## config.mk

```make
export PLATFORM = sky130hd
export DESIGN_NAME = alu_word_sequencer_flat
export DESIGN_NICKNAME = d
export VERILOG_FILES = /design/src/rtl/alu_word_sequencer_pkg.sv /design/src/rtl/alu_word_sequencer_if.sv /design/src/rtl/alu_word_sequencer.sv /design/src/flat_wrapper.sv
export SDC_FILE = /design/constraint.sdc
export NUM_CORES = 1
export LEC_CHECK = 0
export CAP_MARGIN = 20
export CORE_MARGIN = 5
export CORE_UTILIZATION = 39
export CTS_CLUSTER_DIAMETER = 60
export DETAILED_ROUTE_END_ITERATION = 8
export GPL_TIMING_DRIVEN = 0
export PLACE_DENSITY = 0.76
export SLEW_MARGIN = 20
export SYNTH_ARGS = -nofsm -noshare
export SYNTH_HDL_FRONTEND = slang
export SYNTH_SLANG_ARGS = --single-unit
```

## constraint.sdc

```tcl
create_clock -name clk -period 1.3 [get_ports clk]
set_clock_uncertainty 0.1 [all_clocks]
set_input_delay 0.13 -clock clk [delete_from_list [all_inputs] [get_ports clk]]
set_output_delay 0.13 -clock clk [all_outputs]
set_load 0.02 [all_outputs]
```

## src/rtl/alu_word_sequencer_pkg.sv

```systemverilog
// rtl/alu_word_sequencer_pkg.sv - shared types and constants for the ALU word sequencer
package alu_word_sequencer_pkg;

   localparam int SLICE_W = 16;

   localparam logic [3:0] S_ADD = 4'b1001;
   localparam logic [3:0] S_SUB = 4'b0110;

   localparam logic RST_C_N = 1'b1;
   localparam logic RST_EQ  = 1'b0;

   typedef enum logic [1:0] {
      ST_IDLE = 2'd0,
      ST_RUN  = 2'd1,
      ST_DONE = 2'd2
   } state_e;

endpackage

```

## src/rtl/alu_word_sequencer_if.sv

```systemverilog
// rtl/alu_word_sequencer_if.sv - request/result and ALU slice signals of the word sequencer
// ALU_SEQ_OVERFLOW_EN adds the overflow flag.
interface alu_word_sequencer_if
   import alu_word_sequencer_pkg::*;
#(
   parameter int N_SLICES = 2
) ();
   localparam int W = SLICE_W * N_SLICES;

   logic               start;
   logic               ready;
   logic [W-1:0]       op_A;
   logic [W-1:0]       op_B;
   logic [3:0]         op_S;
   logic               op_M;
   logic               op_C_n;
   logic [SLICE_W-1:0] alu_A;
   logic [SLICE_W-1:0] alu_B;
   logic [3:0]         alu_S;
   logic               alu_M;
   logic               alu_C_n;
   logic [SLICE_W-1:0] alu_F;
   logic               alu_C_n_4;
   logic               alu_A_eq_B;
   logic [W-1:0]       result;
   logic               C_n_out;
   logic               A_eq_B;
   logic               zero;
   logic               done;
`ifdef ALU_SEQ_OVERFLOW_EN
   logic               overflow;
`endif

   // master: requester plus the ALU beside the sequencer; slave: the sequencer
   modport master (
      output start, op_A, op_B, op_S, op_M, op_C_n, alu_F, alu_C_n_4, alu_A_eq_B,
      input  ready, alu_A, alu_B, alu_S, alu_M, alu_C_n, result, C_n_out, A_eq_B, zero, done
`ifdef ALU_SEQ_OVERFLOW_EN
      , input overflow
`endif
   );

   modport slave (
      input  start, op_A, op_B, op_S, op_M, op_C_n, alu_F, alu_C_n_4, alu_A_eq_B,
      output ready, alu_A, alu_B, alu_S, alu_M, alu_C_n, result, C_n_out, A_eq_B, zero, done
`ifdef ALU_SEQ_OVERFLOW_EN
      , output overflow
`endif
   );

endinterface

```

## src/rtl/alu_word_sequencer.sv

```systemverilog
// rtl/alu_word_sequencer.sv - streams N_SLICES 16-bit slices through one ALU, chaining carry
// ALU_SEQ_OVERFLOW_EN adds a signed overflow flag for add/subtract.
module alu_word_sequencer
   import alu_word_sequencer_pkg::*;
#(
   parameter int N_SLICES = 2
) (
   input logic                 clk,
   input logic                 rst,
   alu_word_sequencer_if.slave bus
);
   localparam int         W        = SLICE_W * N_SLICES;
   localparam logic [1:0] LAST_IDX = 2'(N_SLICES - 1);

   state_e             state_q, state_d;
   logic [1:0]         idx_q, idx_d;
   logic [W-1:0]       a_q, a_d, b_q, b_d, result_q, result_d;
   logic [3:0]         s_q, s_d;
   logic               m_q, m_d, carry_q, carry_d, eq_q, eq_d;
   logic [SLICE_W-1:0] a_slice, b_slice;

   always_comb begin
      a_slice = '0;
      b_slice = '0;
      for (int i = 0; i < N_SLICES; i++) begin
         if (idx_q == 2'(i)) begin
            a_slice = a_q[i*SLICE_W +: SLICE_W];
            b_slice = b_q[i*SLICE_W +: SLICE_W];
         end
      end
   end

   always_comb begin
      state_d  = state_q;
      idx_d    = idx_q;
      a_d      = a_q;
      b_d      = b_q;
      s_d      = s_q;
      m_d      = m_q;
      carry_d  = carry_q;
      eq_d     = eq_q;
      result_d = result_q;
      case (state_q)
         ST_IDLE: begin
            if (bus.start) begin
               a_d     = bus.op_A;
               b_d     = bus.op_B;
               s_d     = bus.op_S;
               m_d     = bus.op_M;
               carry_d = bus.op_C_n;
               eq_d    = 1'b1;
               idx_d   = 2'd0;
               state_d = ST_RUN;
            end
         end
         ST_RUN: begin
            for (int i = 0; i < N_SLICES; i++) begin
               if (idx_q == 2'(i)) result_d[i*SLICE_W +: SLICE_W] = bus.alu_F;
            end
            carry_d = bus.alu_C_n_4;
            eq_d    = eq_q & bus.alu_A_eq_B;
            idx_d   = idx_q + 2'd1;
            if (idx_q == LAST_IDX) begin
               idx_d   = 2'd0;
               state_d = ST_DONE;
            end
         end
         ST_DONE: state_d = ST_IDLE;
         default: state_d = ST_IDLE;
      endcase
   end

   always_ff @(posedge clk) begin
      if (rst) begin
         state_q  <= ST_IDLE;
         idx_q    <= 2'd0;
         a_q      <= '0;
         b_q      <= '0;
         s_q      <= 4'd0;
         m_q      <= 1'b0;
         carry_q  <= RST_C_N;
         eq_q     <= RST_EQ;
         result_q <= '0;
      end else begin
         state_q  <= state_d;
         idx_q    <= idx_d;
         a_q      <= a_d;
         b_q      <= b_d;
         s_q      <= s_d;
         m_q      <= m_d;
         carry_q  <= carry_d;
         eq_q     <= eq_d;
         result_q <= result_d;
      end
   end

   // outside RUN the ALU sees neutral operands and no carry-in
   assign bus.alu_A   = (state_q == ST_RUN) ? a_slice : '0;
   assign bus.alu_B   = (state_q == ST_RUN) ? b_slice : '0;
   assign bus.alu_C_n = (state_q == ST_RUN) ? carry_q : 1'b1;
   assign bus.alu_S   = s_q;
   assign bus.alu_M   = m_q;
   assign bus.ready   = (state_q == ST_IDLE);
   assign bus.done    = (state_q == ST_DONE);
   assign bus.result  = result_q;
   assign bus.C_n_out = carry_q;
   assign bus.A_eq_B  = eq_q;
   assign bus.zero    = (result_q == '0);

`ifdef ALU_SEQ_OVERFLOW_EN
   logic ovf_q, ovf_d;
   logic msb_a, msb_b, msb_f;

   assign msb_a = a_q[W-1];
   assign msb_b = b_q[W-1];
   assign msb_f = bus.alu_F[SLICE_W-1];

   always_comb begin
      ovf_d = ovf_q;
      if (state_q == ST_RUN && idx_q == LAST_IDX) begin
         ovf_d = 1'b0;
         if (!m_q && s_q == S_ADD) ovf_d = (msb_a == msb_b) && (msb_f != msb_a);
         if (!m_q && s_q == S_SUB) ovf_d = (msb_a != msb_b) && (msb_f != msb_a);
      end
   end

   always_ff @(posedge clk) begin
      if (rst) ovf_q <= 1'b0;
      else     ovf_q <= ovf_d;
   end

   assign bus.overflow = ovf_q;
`endif

endmodule
```

## src/flat_wrapper.sv

```systemverilog
// flat-port wrapper written by rule: the top's interface ports become plain ports
module alu_word_sequencer_flat import alu_word_sequencer_pkg::*;
#(
   parameter int N_SLICES = 2
)
  (clk, rst, bus_start, bus_op_A, bus_op_B, bus_op_S, bus_op_M, bus_op_C_n, bus_alu_F, bus_alu_C_n_4, bus_alu_A_eq_B, bus_ready, bus_alu_A, bus_alu_B, bus_alu_S, bus_alu_M, bus_alu_C_n, bus_result, bus_C_n_out, bus_A_eq_B, bus_zero, bus_done);
  alu_word_sequencer_if #(.N_SLICES(N_SLICES)) bus_i ();
  input logic clk;
  input logic rst;
  input wire logic [$bits(bus_i.start)-1:0] bus_start;
  input wire logic [$bits(bus_i.op_A)-1:0] bus_op_A;
  input wire logic [$bits(bus_i.op_B)-1:0] bus_op_B;
  input wire logic [$bits(bus_i.op_S)-1:0] bus_op_S;
  input wire logic [$bits(bus_i.op_M)-1:0] bus_op_M;
  input wire logic [$bits(bus_i.op_C_n)-1:0] bus_op_C_n;
  input wire logic [$bits(bus_i.alu_F)-1:0] bus_alu_F;
  input wire logic [$bits(bus_i.alu_C_n_4)-1:0] bus_alu_C_n_4;
  input wire logic [$bits(bus_i.alu_A_eq_B)-1:0] bus_alu_A_eq_B;
  output wire logic [$bits(bus_i.ready)-1:0] bus_ready;
  output wire logic [$bits(bus_i.alu_A)-1:0] bus_alu_A;
  output wire logic [$bits(bus_i.alu_B)-1:0] bus_alu_B;
  output wire logic [$bits(bus_i.alu_S)-1:0] bus_alu_S;
  output wire logic [$bits(bus_i.alu_M)-1:0] bus_alu_M;
  output wire logic [$bits(bus_i.alu_C_n)-1:0] bus_alu_C_n;
  output wire logic [$bits(bus_i.result)-1:0] bus_result;
  output wire logic [$bits(bus_i.C_n_out)-1:0] bus_C_n_out;
  output wire logic [$bits(bus_i.A_eq_B)-1:0] bus_A_eq_B;
  output wire logic [$bits(bus_i.zero)-1:0] bus_zero;
  output wire logic [$bits(bus_i.done)-1:0] bus_done;
  assign bus_i.start = bus_start;
  assign bus_i.op_A = bus_op_A;
  assign bus_i.op_B = bus_op_B;
  assign bus_i.op_S = bus_op_S;
  assign bus_i.op_M = bus_op_M;
  assign bus_i.op_C_n = bus_op_C_n;
  assign bus_i.alu_F = bus_alu_F;
  assign bus_i.alu_C_n_4 = bus_alu_C_n_4;
  assign bus_i.alu_A_eq_B = bus_alu_A_eq_B;
  assign bus_ready = bus_i.ready;
  assign bus_alu_A = bus_i.alu_A;
  assign bus_alu_B = bus_i.alu_B;
  assign bus_alu_S = bus_i.alu_S;
  assign bus_alu_M = bus_i.alu_M;
  assign bus_alu_C_n = bus_i.alu_C_n;
  assign bus_result = bus_i.result;
  assign bus_C_n_out = bus_i.C_n_out;
  assign bus_A_eq_B = bus_i.A_eq_B;
  assign bus_zero = bus_i.zero;
  assign bus_done = bus_i.done;
  alu_word_sequencer #(.N_SLICES(N_SLICES)) u_core (.clk(clk), .rst(rst), .bus(bus_i));
endmodule
```

# Yosys cells after proc, flatten, opt, wreduce, memory -nomap -nowiden
# Index checks and enable logic that the tools add are counted.
dict set report totals {
  word_cells 43
  reg_bits 107
  n_memories 0
  latch_bits 0
  rom_bits 0
  mem_bits_rw 0
}
dict set report classes {
  reduce_logical 9
  magnitude_cmp 0
  eq_ne 5
  multipliers 0
  mux 17
  n_bitwise 1
  n_div 0
  addsub 1
  shifts 0
}
# cell count
set ops {}
lappend ops {{$mux W16} 6}
lappend ops {{$logic_not A32 Y1} 1}
lappend ops {{$reduce_and A2 Y1} 5}
lappend ops {{$mux W2} 4}
lappend ops {{$pmux W2 S2} 2}
lappend ops {{$eq A2 B1 Y1 const B} 2}
lappend ops {{$logic_not A2 Y1} 2}
lappend ops {{$pmux W1 S2} 2}
lappend ops {{$mux W1} 3}
lappend ops {{$add A2 B1 Y2 const B} 1}
lappend ops {{$eq A2 B2 Y1 const B} 1}
lappend ops {{$ne A2 B1 Y1 const B} 1}
lappend ops {{$ne A2 B2 Y1 const B} 1}
lappend ops {{$reduce_bool A2 Y1} 1}
lappend ops {{$and A1 B1 Y1} 1}

# Depth between registers and ports, before layout
dict set report logic_depth {
  ltp_word 4
  depth_mapped 6
}

# Worst setup path after synthesis
# Ideal clock, no wire load.
dict set report synth_path {
  kind {register to output}
  from {reg u_core.state_q[1]}
  to {out bus_alu_A[1]}
  n_path_buf 3
  arrival_ns 1.292
  path_slack_ns -0.222
  stages_incl_launch_ff 6
  required_time_ns 1.070
  path_cell_list {dfxtp_1 buf_6 nor4b_4 buf_4 buf_6 a22o_1}
}
dict set report synth_between {
  elab_chain_cells 2
}
# item line_no
set synth_lines {}
lappend synth_lines {{start, declared} alu_word_sequencer.sv:15} ;# state_e state_q, state_d;
lappend synth_lines {{start signal, assigned} alu_word_sequencer.sv:85} ;# state_q <= state_d;
lappend synth_lines {{$eq A2 B1 Y1} alu_word_sequencer.sv:98} ;# assign bus.alu_A = (state_q == ST_RUN) ? a_slice : '0;
lappend synth_lines {{$mux W16} alu_word_sequencer.sv:98}
lappend synth_lines {{end, declared} flat_wrapper.sv:20} ;# output wire logic [$bits(bus_i.alu_A)-1:0] bus_alu_A;
# No other way between the ends.

# Final worst setup path
dict set report layout_path {
  from {reg u_core.state_q[1]}
  to {out bus_alu_A[7]}
}
# Same word-level chain as after synthesis.

==> results.json <==
{
  "drive_above_1_share_pct": 51.7,
  "drt-total-wl_mm": 17.9,
  "drcViolationCount": 0,
  "numCtsBuffers": 9,
  "crit_path_max_fanout": 6,
  "period_needed_ns": 2.07,
  "endpoint_kind": "primary output",
  "power_mw": 8.36,
  "final_core_util_pct": 76.9,
  "antenna_found_initial": 0,
  "cts_sinks": 107,
  "holdWs_ns": 0.201,
  "p_sw_mw": 2.49,
  "async_reset_ff_share_pct": 0,
  "clk_pin_slew_ns": 0.11,
  "ant_nets": 0,
  "antenna_cells": 0,
  "slew_viol_final": 0,
  "yosysUniqueCellTypes": 26,
  "core_area_sq_um": 10700,
  "p_comb_share_pct": 27.0,
  "worstHoldPathType": "primary input to register",
  "synth_common_cells": "nand2_1 (204), dfxtp_1 (107), a21oi_1 (102)",
  "placed_area_sq_um": 6240,
  "tritoncts": "yes",
  "ys_seq_elements": 107,
  "clockRootBuffer": "clkbuf_8",
  "dr_total_vias": 4793,
  "rrSetupSlack_ns": -0.62,
  "top_layer_used": "met4",
  "peakVddDrop_mv": 0.677,
  "p_int_mw": 5.87,
  "routed_wire_length_per_instance_um": 20.3,
  "firstDrtPassIters": 5,
  "synthAdderAreaFrac_pct": 0,
  "required_ns": 1.07,
  "dpl.cell_count": 826,
  "swShare_pct": 29.8,
  "synth_area_leaders": "dfxtp_1 (51%), nand2_1 (18%), a21oi_1 (12%), a22o_1 (6.6%), buf_6 (3.2%)",
  "fin_ws_ns": -0.765,
  "clockBufferDepth": 2,
  "yosysSeqAreaShare_pct": 50.5,
  "maxCapViolCount": 0,
  "synth_top_flop_cell": "dfxtp_1",
  "period_share_pct": 159,
  "p_per_area_nw_per_um2": 1010,
  "avgSynthCellArea_sq_um": 8.12,
  "tns_ns": -70.78,
  "final_cells": 884,
  "dp_slack_ns": -0.936,
  "synth.most_common_cell": "nand2_1",
  "setup_violations": 143,
  "start_util_pct": 39.4,
  "max_freq_mhz": 484,
  "met3_length_mm": 1.15,
  "synth.largest_area_cell": "dfxtp_1",
  "fin_nets": 830,
  "ios": 166,
  "port_buffers": 164,
  "grt_pass1_wl_mm": 24.0,
  "first_global_vias": 4894,
  "dr_wl_met2_mm": 9.31,
  "synthCells": 522,
  "synthToLayoutAreaGrowth_pct": 95.1,
  "status": "complete, but fails checks",
  "grt_max_degree": 18,
  "tightestPinTransition_ns": 0.762,
  "finalHoldViolations": 0,
  "synth-xor-area-share_pct": 0,
  "relSlewSlack_pct": 49.2,
  "synth_top_family_by_area": "simple AND/OR/NAND/NOR gates",
  "clkPwrFrac_pct": 28.7,
  "synth_warnings": 0,
  "syn-cell-area_sq_um": 4240,
  "gp_congestion": 0.875,
  "muxShareOfSynthArea_pct": 0.472,
  "num_rows": 38,
  "post-dp-hpwl_mm": 10.1,
  "rsz0062_at_grt": "yes",
  "leakage_nw": 3.39,
  "violations": "setup timing",
  "grt_overflow": 0,
  "cp-start-kind": "register",
  "drt_iter0_markers": 311,
  "cts.htree.levels": 3,
  "die_w_um": 114,
  "power_frac_seq_pct": 44.3,
  "path_class": "register to primary output",
  "clk_latency_ns": 0.37,
  "synth_nets": 613,
  "synth_edf_count": 0,
  "met1_length_mm": 7.09,
  "die_area_sq_um": 13100,
  "drt-vias-per-instance": 5.42,
  "synth_top_cell_area_share_pct": 50.5,
  "yosys.area_share.simple_pct": 22.7,
  "arrival_ns": 1.84,
  "final_area_sq_um": 8270,
  "grtUsageTotal_pct": 23.0,
  "synth_compound_area_share_pct": 19.5,
  "dieHeight_um": 114
}
## flip-flops by register name, indices dropped and copies added, names as in the netlist
| name | count |
|---|---|
| u_core.a_q | 32 |
| u_core.b_q | 32 |
| u_core.bus.result | 32 |
| u_core.bus.alu_S | 4 |
| u_core.idx_q | 2 |
| u_core.state_q | 2 |
| u_core.bus.A_eq_B | 1 |
| u_core.bus.C_n_out | 1 |
| u_core.bus.alu_M | 1 |
## routing by layer
layer / track usage (%) / up-vias
met2: 39.3 / 190
met5: 0 / -
met4: 7.36 / 0
met1: 27.5 / 2375
li1: - / 2192
met3: 7.08 / 36
## kinds of logic after synthesis
kind of cell	Yosys count
AO/OA/AOI/OAI	139
buffers and inverters	44
multiplexers	2
flip-flops	107
AND/OR/NAND/NOR	230
## power groups by stage
| stage | registers, mW | logic, mW | clock network [mW] |
|---|---|---|---|
| 2_1_floorplan | 3.72 | 0.691 | 0 |
| 3_3_place_gp | 3.66 | 1.41 | 0 |
| 3_5_place_dp | 3.68 | 1.43 | 0 |
| 4_1_cts | 3.63 | 1.84 | 2.37 |
| 5_1_grt | 3.72 | 2.36 | 2.57 |
| 6_report | 3.70 | 2.25 | 2.40 |
## layout by cell type (no fill, tap or decap), types with 7 or more instances in the layout
cell,instances
buf_6,62
nand2_1,122
clkbuf_1,12
a21oi_2,82
clkdlybuf4s50_1,89
nand2_2,17
buf_4,12
dfxtp_1,81
a22o_1,16
a22o_4,16
dfxtp_2,24
a21oi_1,20
clkbuf_2,15
clkbuf_16,7
clkbuf_8,11
clkdlybuf4s15_2,21
buf_8,11
nand2_4,65
buf_12,13
## what timing repair did
item	CTS	global route
pin swaps	47	113
endpoints found under the hold margin	0	0
resized for setup	446	244
setup buffers	19	19
hold buffers	0	0
endpoints found under the setup margin	178	167
cloned	9	4
## cell type report
class	instances	area (sq um)
plain buffers	40	485
clock buffers	11	151
clock inverters	5	85.1
fillers	705	2480
inverters	1	3.75
multi-input cells	371	2900
flip-flops and latches	107	2180
well taps	140	175
repair buffers	209	2290
## path summary, 6_finish.rpt
check,startpoint,endpoint,depth (start not counted)
hold / removal,bus_op_B[18],u_core.b_q[18]$_SDFFE_PP0P_,3
hold reg to reg,u_core.bus.result[4]$_SDFFE_PP0P_,u_core.bus.result[4]$_SDFFE_PP0P_,2
setup / recovery,u_core.state_q[1]$_SDFFE_PP0P_,bus_alu_A[7],7
setup reg to reg,u_core.state_q[0]$_SDFFE_PP0P_,u_core.b_q[26]$_SDFFE_PP0P_,9
## worst max-delay path, stage by stage, from the launching register on
cell	delay (ns)
dfxtp_2	0.35
buf_6	0.13
nor4b_4	0.26
buf_6	0.17
buf_12	0.13
buf_8	0.12
a22o_1	0.18
buf_6	0.13
No activity file was read; power rests on OpenSTA's default activity.
